$ cat config.mk
export PLATFORM = sky130hd
export DESIGN_NAME = eth_tx_framer
export DESIGN_NICKNAME = d
export VERILOG_FILES = /design/src/rtl/eth_tx_framer.sv
export SDC_FILE = /design/constraint.sdc
export NUM_CORES = 1
export LEC_CHECK = 0
export BUFFER_PORTS_ARGS = -buffer_cell sky130_fd_sc_hd__buf_4
export CORE_MARGIN = 3
export CORE_UTILIZATION = 53
export CTS_CLUSTER_SIZE = 28
export DETAILED_ROUTE_END_ITERATION = 10
export PLACE_DENSITY = 0.81
export SKIP_CTS_REPAIR_TIMING = 1
export SYNTH_ARGS = -nofsm -noshare
export SYNTH_HDL_FRONTEND = slang
export SYNTH_SLANG_ARGS = --single-unit
$ cat constraint.sdc
create_clock -name clk -period 2.7 [get_ports clk]
set_clock_uncertainty 0.05 [all_clocks]
set_input_delay 0.135 -clock clk [delete_from_list [all_inputs] [get_ports clk]]
set_output_delay 0.135 -clock clk [all_outputs]
set_load 0.02 [all_outputs]
$ cat src/rtl/eth_tx_framer.sv
// eth_tx_framer
//   Transmit-side Ethernet framer placed directly upstream of the combinational
//   crc32 core. Takes frame bytes (DA..payload) on a byte stream, and emits a
//   GMII-style stream: preamble, SFD, data, zero padding up to MIN_FRAME bytes,
//   the 4-byte FCS (LSB byte first), then an enforced inter-frame gap.
//   The CRC state register lives here; crc32 only computes the next state.
//
// Ports
//   clk, reset      clock; synchronous active-high reset (aborts any frame)
//   s_tdata/s_tvalid/s_tlast/s_tready   input byte stream
//   o_txd/o_tx_en/o_tx_er               registered GMII transmit outputs
//   o_crc_byte      byte fed to crc32 i_byte (combinational)
//   o_crc_state     CRC state register, to crc32 i_crc_state
//   i_crc_next      crc32 o_crc_state (state after absorbing o_crc_byte)
//   i_crc_out       crc32 crc_out (reflected, inverted FCS of o_crc_state)
//   dbg_state       current FSM state, for checkers
//
// Handshake: a byte moves on a rising clk edge where s_tvalid && s_tready.
// s_tready depends only on the FSM state (high in PAYLOAD and DRAIN), never
// on s_tvalid. Once s_tvalid is raised the source holds s_tdata/s_tlast
// stable until the transfer happens.
module eth_tx_framer #(
    parameter int PREAMBLE_LEN = 7,
    parameter int MIN_FRAME    = 60,
    parameter int IFG_BYTES    = 12
) (
    input  logic        clk,
    input  logic        reset,
    input  logic [7:0]  s_tdata,
    input  logic        s_tvalid,
    input  logic        s_tlast,
    output logic        s_tready,
    output logic [7:0]  o_txd,
    output logic        o_tx_en,
    output logic        o_tx_er,
    output logic [7:0]  o_crc_byte,
    output logic [31:0] o_crc_state,
    input  logic [31:0] i_crc_next,
    input  logic [31:0] i_crc_out,
    output logic [2:0]  dbg_state
);

    typedef enum logic [2:0] {
        IDLE, PREAMBLE, PAYLOAD, PAD, FCS, DRAIN, IFG
    } state_t;

    localparam logic [15:0] PRE_LAST = 16'(PREAMBLE_LEN);
    localparam logic [15:0] MIN_LEN  = 16'(MIN_FRAME);
    // IFG occupies IFG_BYTES-1 cycles; the IDLE cycle that follows (which
    // always precedes PREAMBLE) supplies the last idle byte on the wire.
    localparam logic [15:0] IFG_LAST = (IFG_BYTES >= 2) ? 16'(IFG_BYTES - 2) : 16'd0;
    localparam state_t      IFG_NEXT = (IFG_BYTES >= 2) ? IFG : IDLE;

    state_t      state, state_d;
    logic [15:0] byte_cnt, byte_cnt_d, byte_inc;
    logic [15:0] step_cnt, step_cnt_d;
    logic [31:0] crc_q, crc_d;
    logic [31:0] fcs_reg, fcs_d;
    logic [7:0]  txd_d;
    logic        en_d, er_d;

    assign byte_inc    = byte_cnt + 16'd1;
    assign o_crc_state = crc_q;
    assign dbg_state   = state;

    always_ff @(posedge clk) begin
        if (reset) begin
            state    <= IDLE;
            byte_cnt <= 16'd0;
            step_cnt <= 16'd0;
            crc_q    <= 32'hFFFF_FFFF;
            fcs_reg  <= 32'd0;
            o_txd    <= 8'h00;
            o_tx_en  <= 1'b0;
            o_tx_er  <= 1'b0;
        end else begin
            state    <= state_d;
            byte_cnt <= byte_cnt_d;
            step_cnt <= step_cnt_d;
            crc_q    <= crc_d;
            fcs_reg  <= fcs_d;
            o_txd    <= txd_d;
            o_tx_en  <= en_d;
            o_tx_er  <= er_d;
        end
    end

    always_comb begin
        state_d    = state;
        byte_cnt_d = byte_cnt;
        step_cnt_d = step_cnt;
        crc_d      = crc_q;
        fcs_d      = fcs_reg;
        txd_d      = 8'h00;
        en_d       = 1'b0;
        er_d       = 1'b0;
        s_tready   = 1'b0;
        o_crc_byte = 8'h00;

        case (state)
            IDLE: begin
                // The waiting byte stays on the bus until PAYLOAD takes it.
                if (s_tvalid) begin
                    state_d    = PREAMBLE;
                    step_cnt_d = 16'd0;
                    byte_cnt_d = 16'd0;
                end
            end

            PREAMBLE: begin
                en_d = 1'b1;
                if (step_cnt < PRE_LAST) begin
                    txd_d      = 8'h55;
                    step_cnt_d = step_cnt + 16'd1;
                end else begin
                    txd_d      = 8'hD5;
                    crc_d      = 32'hFFFF_FFFF;
                    step_cnt_d = 16'd0;
                    byte_cnt_d = 16'd0;
                    state_d    = PAYLOAD;
                end
            end

            PAYLOAD: begin
                s_tready   = 1'b1;
                o_crc_byte = s_tdata;
                en_d       = 1'b1;
                if (s_tvalid) begin
                    txd_d = s_tdata;
                    crc_d = i_crc_next;
                    // Saturate so arbitrarily long frames cannot wrap the count.
                    if (byte_cnt < MIN_LEN) begin
                        byte_cnt_d = byte_inc;
                    end
                    if (s_tlast) begin
                        step_cnt_d = 16'd0;
                        state_d    = (byte_inc < MIN_LEN) ? PAD : FCS;
                    end
                end else begin
                    // Source ran dry mid-frame: poison the frame, skip the FCS.
                    er_d    = 1'b1;
                    state_d = DRAIN;
                end
            end

            PAD: begin
                en_d       = 1'b1;
                crc_d      = i_crc_next;
                byte_cnt_d = byte_inc;
                if (byte_inc >= MIN_LEN) begin
                    step_cnt_d = 16'd0;
                    state_d    = FCS;
                end
            end

            FCS: begin
                // crc_q already holds the last data/pad byte, so i_crc_out is
                // the final FCS on the first cycle; keep it for the other bytes.
                en_d       = 1'b1;
                step_cnt_d = step_cnt + 16'd1;
                case (step_cnt[1:0])
                    2'd0: begin
                        txd_d = i_crc_out[7:0];
                        fcs_d = i_crc_out;
                    end
                    2'd1:    txd_d = fcs_reg[15:8];
                    2'd2:    txd_d = fcs_reg[23:16];
                    default: begin
                        txd_d      = fcs_reg[31:24];
                        step_cnt_d = 16'd0;
                        state_d    = IFG_NEXT;
                    end
                endcase
            end

            DRAIN: begin
                s_tready = 1'b1;
                if (s_tvalid && s_tlast) begin
                    step_cnt_d = 16'd0;
                    state_d    = IFG_NEXT;
                end
            end

            IFG: begin
                if (step_cnt >= IFG_LAST) begin
                    step_cnt_d = 16'd0;
                    state_d    = IDLE;
                end else begin
                    step_cnt_d = step_cnt + 16'd1;
                end
            end

            default: state_d = IDLE;
        endcase
    end

endmodule

# Word-level counts from Yosys, hierarchy flattened

Cells that the tools add are included.

Flip-flop bits (word level): 109
Logic and storage cells: 83

$add $sub $neg: 2
Magnitude comparators: 5
Eq/ne operators: 18
Mux-type cells: 34
Bitwise gates (word level): 1
Reduce and logical (&&, ||, !) cells: 15

Operators by type and width:

| cell                    | count |
|---|---|
| $mux W16                | 11 |
| $pmux W16 S7            | 1 |
| $pmux W32 S3            | 1 |
| $mux W32                | 2 |
| $pmux W16 S4            | 1 |
| $pmux W8 S3             | 2 |
| $add A16 B1 Y16 const B | 2 |
| $lt A16 B6 Y1 const B   | 2 |
| $mux W3                 | 9 |
| $mux W8                 | 3 |
| $pmux W3 S7             | 1 |
| $ne A2 B2 Y1 const B    | 9 |
| $ge A16 B4 Y1 const B   | 1 |
| $ge A16 B6 Y1 const B   | 1 |
| $lt A16 B3 Y1 const B   | 1 |
| $eq A3 B3 Y1 const B    | 3 |
| $reduce_and A7 Y1       | 1 |
| $reduce_bool A7 Y1      | 1 |
| $eq A3 B2 Y1 const B    | 2 |
| $reduce_and A6 Y1       | 1 |
| $reduce_and A5 Y1       | 1 |
| $reduce_bool A4 Y1      | 1 |
| $reduce_or A2 Y1        | 2 |
| $reduce_or A4 Y1        | 1 |
| 13 further kinds        | 15 |

# Depth between registers and ports, before layout

Word-level depth: 6
Depth in mapped cells: 11
Gate-level depth less buffers: 8

# Worst setup path before layout

No wires, ideal clock.

Kind: reg2reg
Start point: register step_cnt[0]
End point: register step_cnt[11]
Library setup time: 91 ps
Data arrival time: 2,338 ps
Data required time: 2,559 ps
Setup slack: 221 ps
Cell stages (with the launch flop): 12
Buffers on the path: 3
Period minus slack after synthesis: 2,479 ps
Cell sequence: dfxtp_1 -> inv_1 -> ha_1 -> clkbuf_1 -> o31ai_1 -> nand4b_1 -> a21boi_0 -> or2_2 -> clkbuf_1 -> buf_2 -> a21oi_1 -> a311oi_1

Longest elaborated chain between the ends: 4

Ends and longest elaborated chain:

| element                                                                 | RTL line | text |
|---|---|---|
| from (decl)                                                             | 56       | `logic [15:0] step_cnt, step_cnt_d;` |
| from (signal assigned)                                                  | 79       | `step_cnt <= step_cnt_d;` |
| parallel branches: the longest is 3 deep, another holds $add A16 B1 Y16 | n/a      |  |
| $pmux W16 S7 *                                                          | 100      | `case (state)` |

Mark *: on every way between the ends.
A chain may end at the register's enable or synchronous reset.

# Worst setup path after layout

Start point: register byte_cnt[7]
End point: register byte_cnt[5]

Longest elaborated chain between the ends: 3

Ends and longest elaborated chain:

| element                            | RTL line | text |
|---|---|---|
| from (decl)                        | 55       | `logic [15:0] byte_cnt, byte_cnt_d, byte_inc;` |
| from (signal assigned)             | 78       | `byte_cnt <= byte_cnt_d;` |
| $lt A16 B6 Y1                      | 132      | `if (byte_cnt < MIN_LEN) begin` |
| $ne A2 B2 Y1 (no source line)      | n/a      |  |
| $reduce_and A5 Y1 (no source line) | n/a      |  |

No other way between the ends.

==> metrics.txt <==
status complete, but fails checks; failing checks negative hold slack; combinational share of power ~40%; CTS tree yes; GR Util All Layers between 20% and 30%; Synthesized Nets between 700 and 800; Hold Slack -0.0190 ns; Total Power 4.54 mW; Int Power 2.79 mW; CP cell instances or4_4 > o41ai_2 > a21oi_2 > or3_4 > or4_1 > a21oi_1; vias in the first global route 4752; Die ar. 0.0105 sq mm; synth-to-layout area growth 35.1%; Async SR Flop Fraction 0%; met3 Track Usage GR 4.94%; max-slew violation count 0; Post-Syn Area per Cell 7.77 sq um; Seq pwr share a little under two fifths; clock sink total 101; Area contributors post-synth dfxtp_1 41%, nor2_1 6.2%, a21oi_1 6.2%; top-area cell type share of the netlist area 40.8%; Crit path buffers/inverters 0; share of cells above drive strength 1 22.2%; hold depth 3; Worst setup SP type register; Max Cap Viol 0; Crit path depth 6; largest net degree at the start of global routing 82; number of synthesized flops with an enable pin 0; clock buffer depth 2; ys flop type dfxtp_1; switching portion of total power 38.6%; routed vias/inst about 5.8; Post-Syn Instances 638; final wirelength between 10 and 15 mm; Max Clk Rate 384 MHz; Worst EP arrival about 2.8 ns; CTS clk-pin slew, worst paths 0.09 ns; Num CTS Buffers 9; synthesized flop and latch total 101; Fillers 657; Initial DRC Count ~280; first-pass iteration count of the detailed router 5; CP max stage delay approximately 0.54 ns; RD Place Congestion 0.920; final core utilization 75.3%; P per Cell Area 679 mW/mm^2; Post-Syn Area approximately 0.0050 sq mm; slew margin rel. 46.7%; worst-path maximum fanout 14; Port Buffers 129; Synth warnings 0; Slew @ Worst Pin 0.800 ns; DPL Wire Length 9.48 mm; Via Count approximately 5.2k; worst vdd ir about 0.46 mV; ant diodes 0; Hold Vio Cnt, Final 4; first-pass GRT wire length 21.9 mm; fin crit period 2.60 ns; global-route layer with the greatest usage met2; final instance area 0.00669 sq mm; H-tree lvl count 3; Switch Pwr 1.76 mW; grt met1 use around 33%; flop2flop setup slack about 0.096 ns; Initial Util 55.7%; Residual DRC 0; Clock Latency Late Sink 0.36 ns; Root Buffer clkbuf_8; final worst setup slack slightly below 0.1 ns; Final nets between 800 and 900; Critical Path RT 2.93 ns; post-synthesis sequential area ratio approximately two fifths; Setup WS pre-CTS 0.144 ns; Routed Antenna Nets 0; Worst Setup Path Type register to register; initial antenna violation count 0; Leak Pwr 2.77 nW; endpoint class of the critical path register; grt total ovfl 0; Synth cell types between 50 and 60; slowest CP cell or4_4; io pins 130; post-synth top area cell dfxtp_1; Top delay family on crit path simple AND/OR/NAND/NOR gates; Largest register FFs 32; die span in y slightly above 100 microns; Placed Area 0.00598 sq mm; Die Span X 103 microns; Tcrit/Tclk final 96.4%; FP Rows 34; global routing usage on met2 42.7%; WL per Instance approximately 16 microns; Clk pwr share 22.7%; CORE AREA 0.00889 sq mm; Min-Delay Path Class input pin to register; cell depth of the worst flop-to-flop path 6; Final Setup Violations 0
layer usage:
metal / vias up / wire length (microns)
li1: 2587 / -
met1: 2449 / 5970
met5: - / 0
met2: 175 / 7390
met3: 30 / 682
met4: 0 / 338
cell usage in the layout (no fill, tap or decap), types with 5 or more instances in the layout:
cell type / n
buf_4: 147
dfxtp_1: 101
nor2_1: 82
nand2_1: 79
a21oi_1: 59
dlygate4sd3_1: 48
nor3_1: 37
o21bai_1: 32
o21ai_0: 27
nand3_1: 15
and3_1: 13
inv_1: 9
clkbuf_8: 9
or3_1: 8
a222oi_1: 8
nor4_1: 7
nand4_1: 7
a311oi_1: 7
and2_1: 6
a22oi_1: 6
ha_1: 6
or2_2: 5
nor3b_1: 5
worst paths after layout:
kind                                      from         endpoint
worst max-delay path               byte_cnt[7]      byte_cnt[5]
worst min-delay path            i_crc_next[21]  o_crc_state[21]
worst max register to register     byte_cnt[7]      byte_cnt[5]
worst min register to register     fcs_reg[19]      fcs_reg[19]
stage by stage:
stage               setup TNS, ns  cells  hold WS (ns)
finish                          0    905       -0.0190
CTS                             0    857       -0.0473
global placement                0    842         0.329
floorplan                       0    638         0.221
detailed placement              0    842         0.341
global route              -0.0207    905       0.00131
synth_stat cells (3+ instances only):
library cell	instances
nand3_1	15
or3b_1	4
nand4_1	7
a31oi_1	4
buf_1	5
a311oi_1	7
nor2_1	82
and3_1	13
nor4b_1	3
o21bai_1	32
nor4_1	9
nand3b_1	3
nand2_1	79
inv_1	9
and2_1	6
or2_2	5
a22oi_1	6
dfxtp_1	101
or4_1	3
nor3b_1	5
o21ai_0	27
or3_1	8
a21oi_1	61
ha_1	6
nor2b_1	4
a211oi_1	3
a222oi_1	8
xor2_1	3
nor3_1	37
buf_2	5
nand2b_1	3
clkbuf_1	39
area by class of cell:
cell class,instances,area [sq um],area share (%)
multi-input cells,477,2710,40.4
well taps,108,135,2.02
inverters,9,33.8,0.505
flip-flops and latches,101,2020,30.2
repair buffers,195,1580,23.7
clock buffers,9,124,1.85
clock inverters,6,87.6,1.31
worst min-delay path, stage by stage:
cell and delay (ns):
buf_4 0.08, nor3_1 0.04, o21bai_1 0.10
power by group through the flow:
stage,clock (mW),combinational (mW),sequential (mW)
2_1_floorplan,0,1.11,1.77
3_3_place_gp,0,1.70,1.72
3_5_place_dp,0,1.73,1.73
4_1_cts,1.05,1.74,1.70
5_1_grt,1.11,1.99,1.72
6_report,1.03,1.81,1.70
logic make-up after synthesis:
family	synth area share (%)
AOI/OAI and AO/OA	22.5
and+or+nand+nor	28.9
buffers and inverters	4.97
xor gates and xnor gates	0.884
adders and majority gates	1.52
muxes	0.404
DFF	40.8
Note: power is estimated with default switching activity, not from simulation.
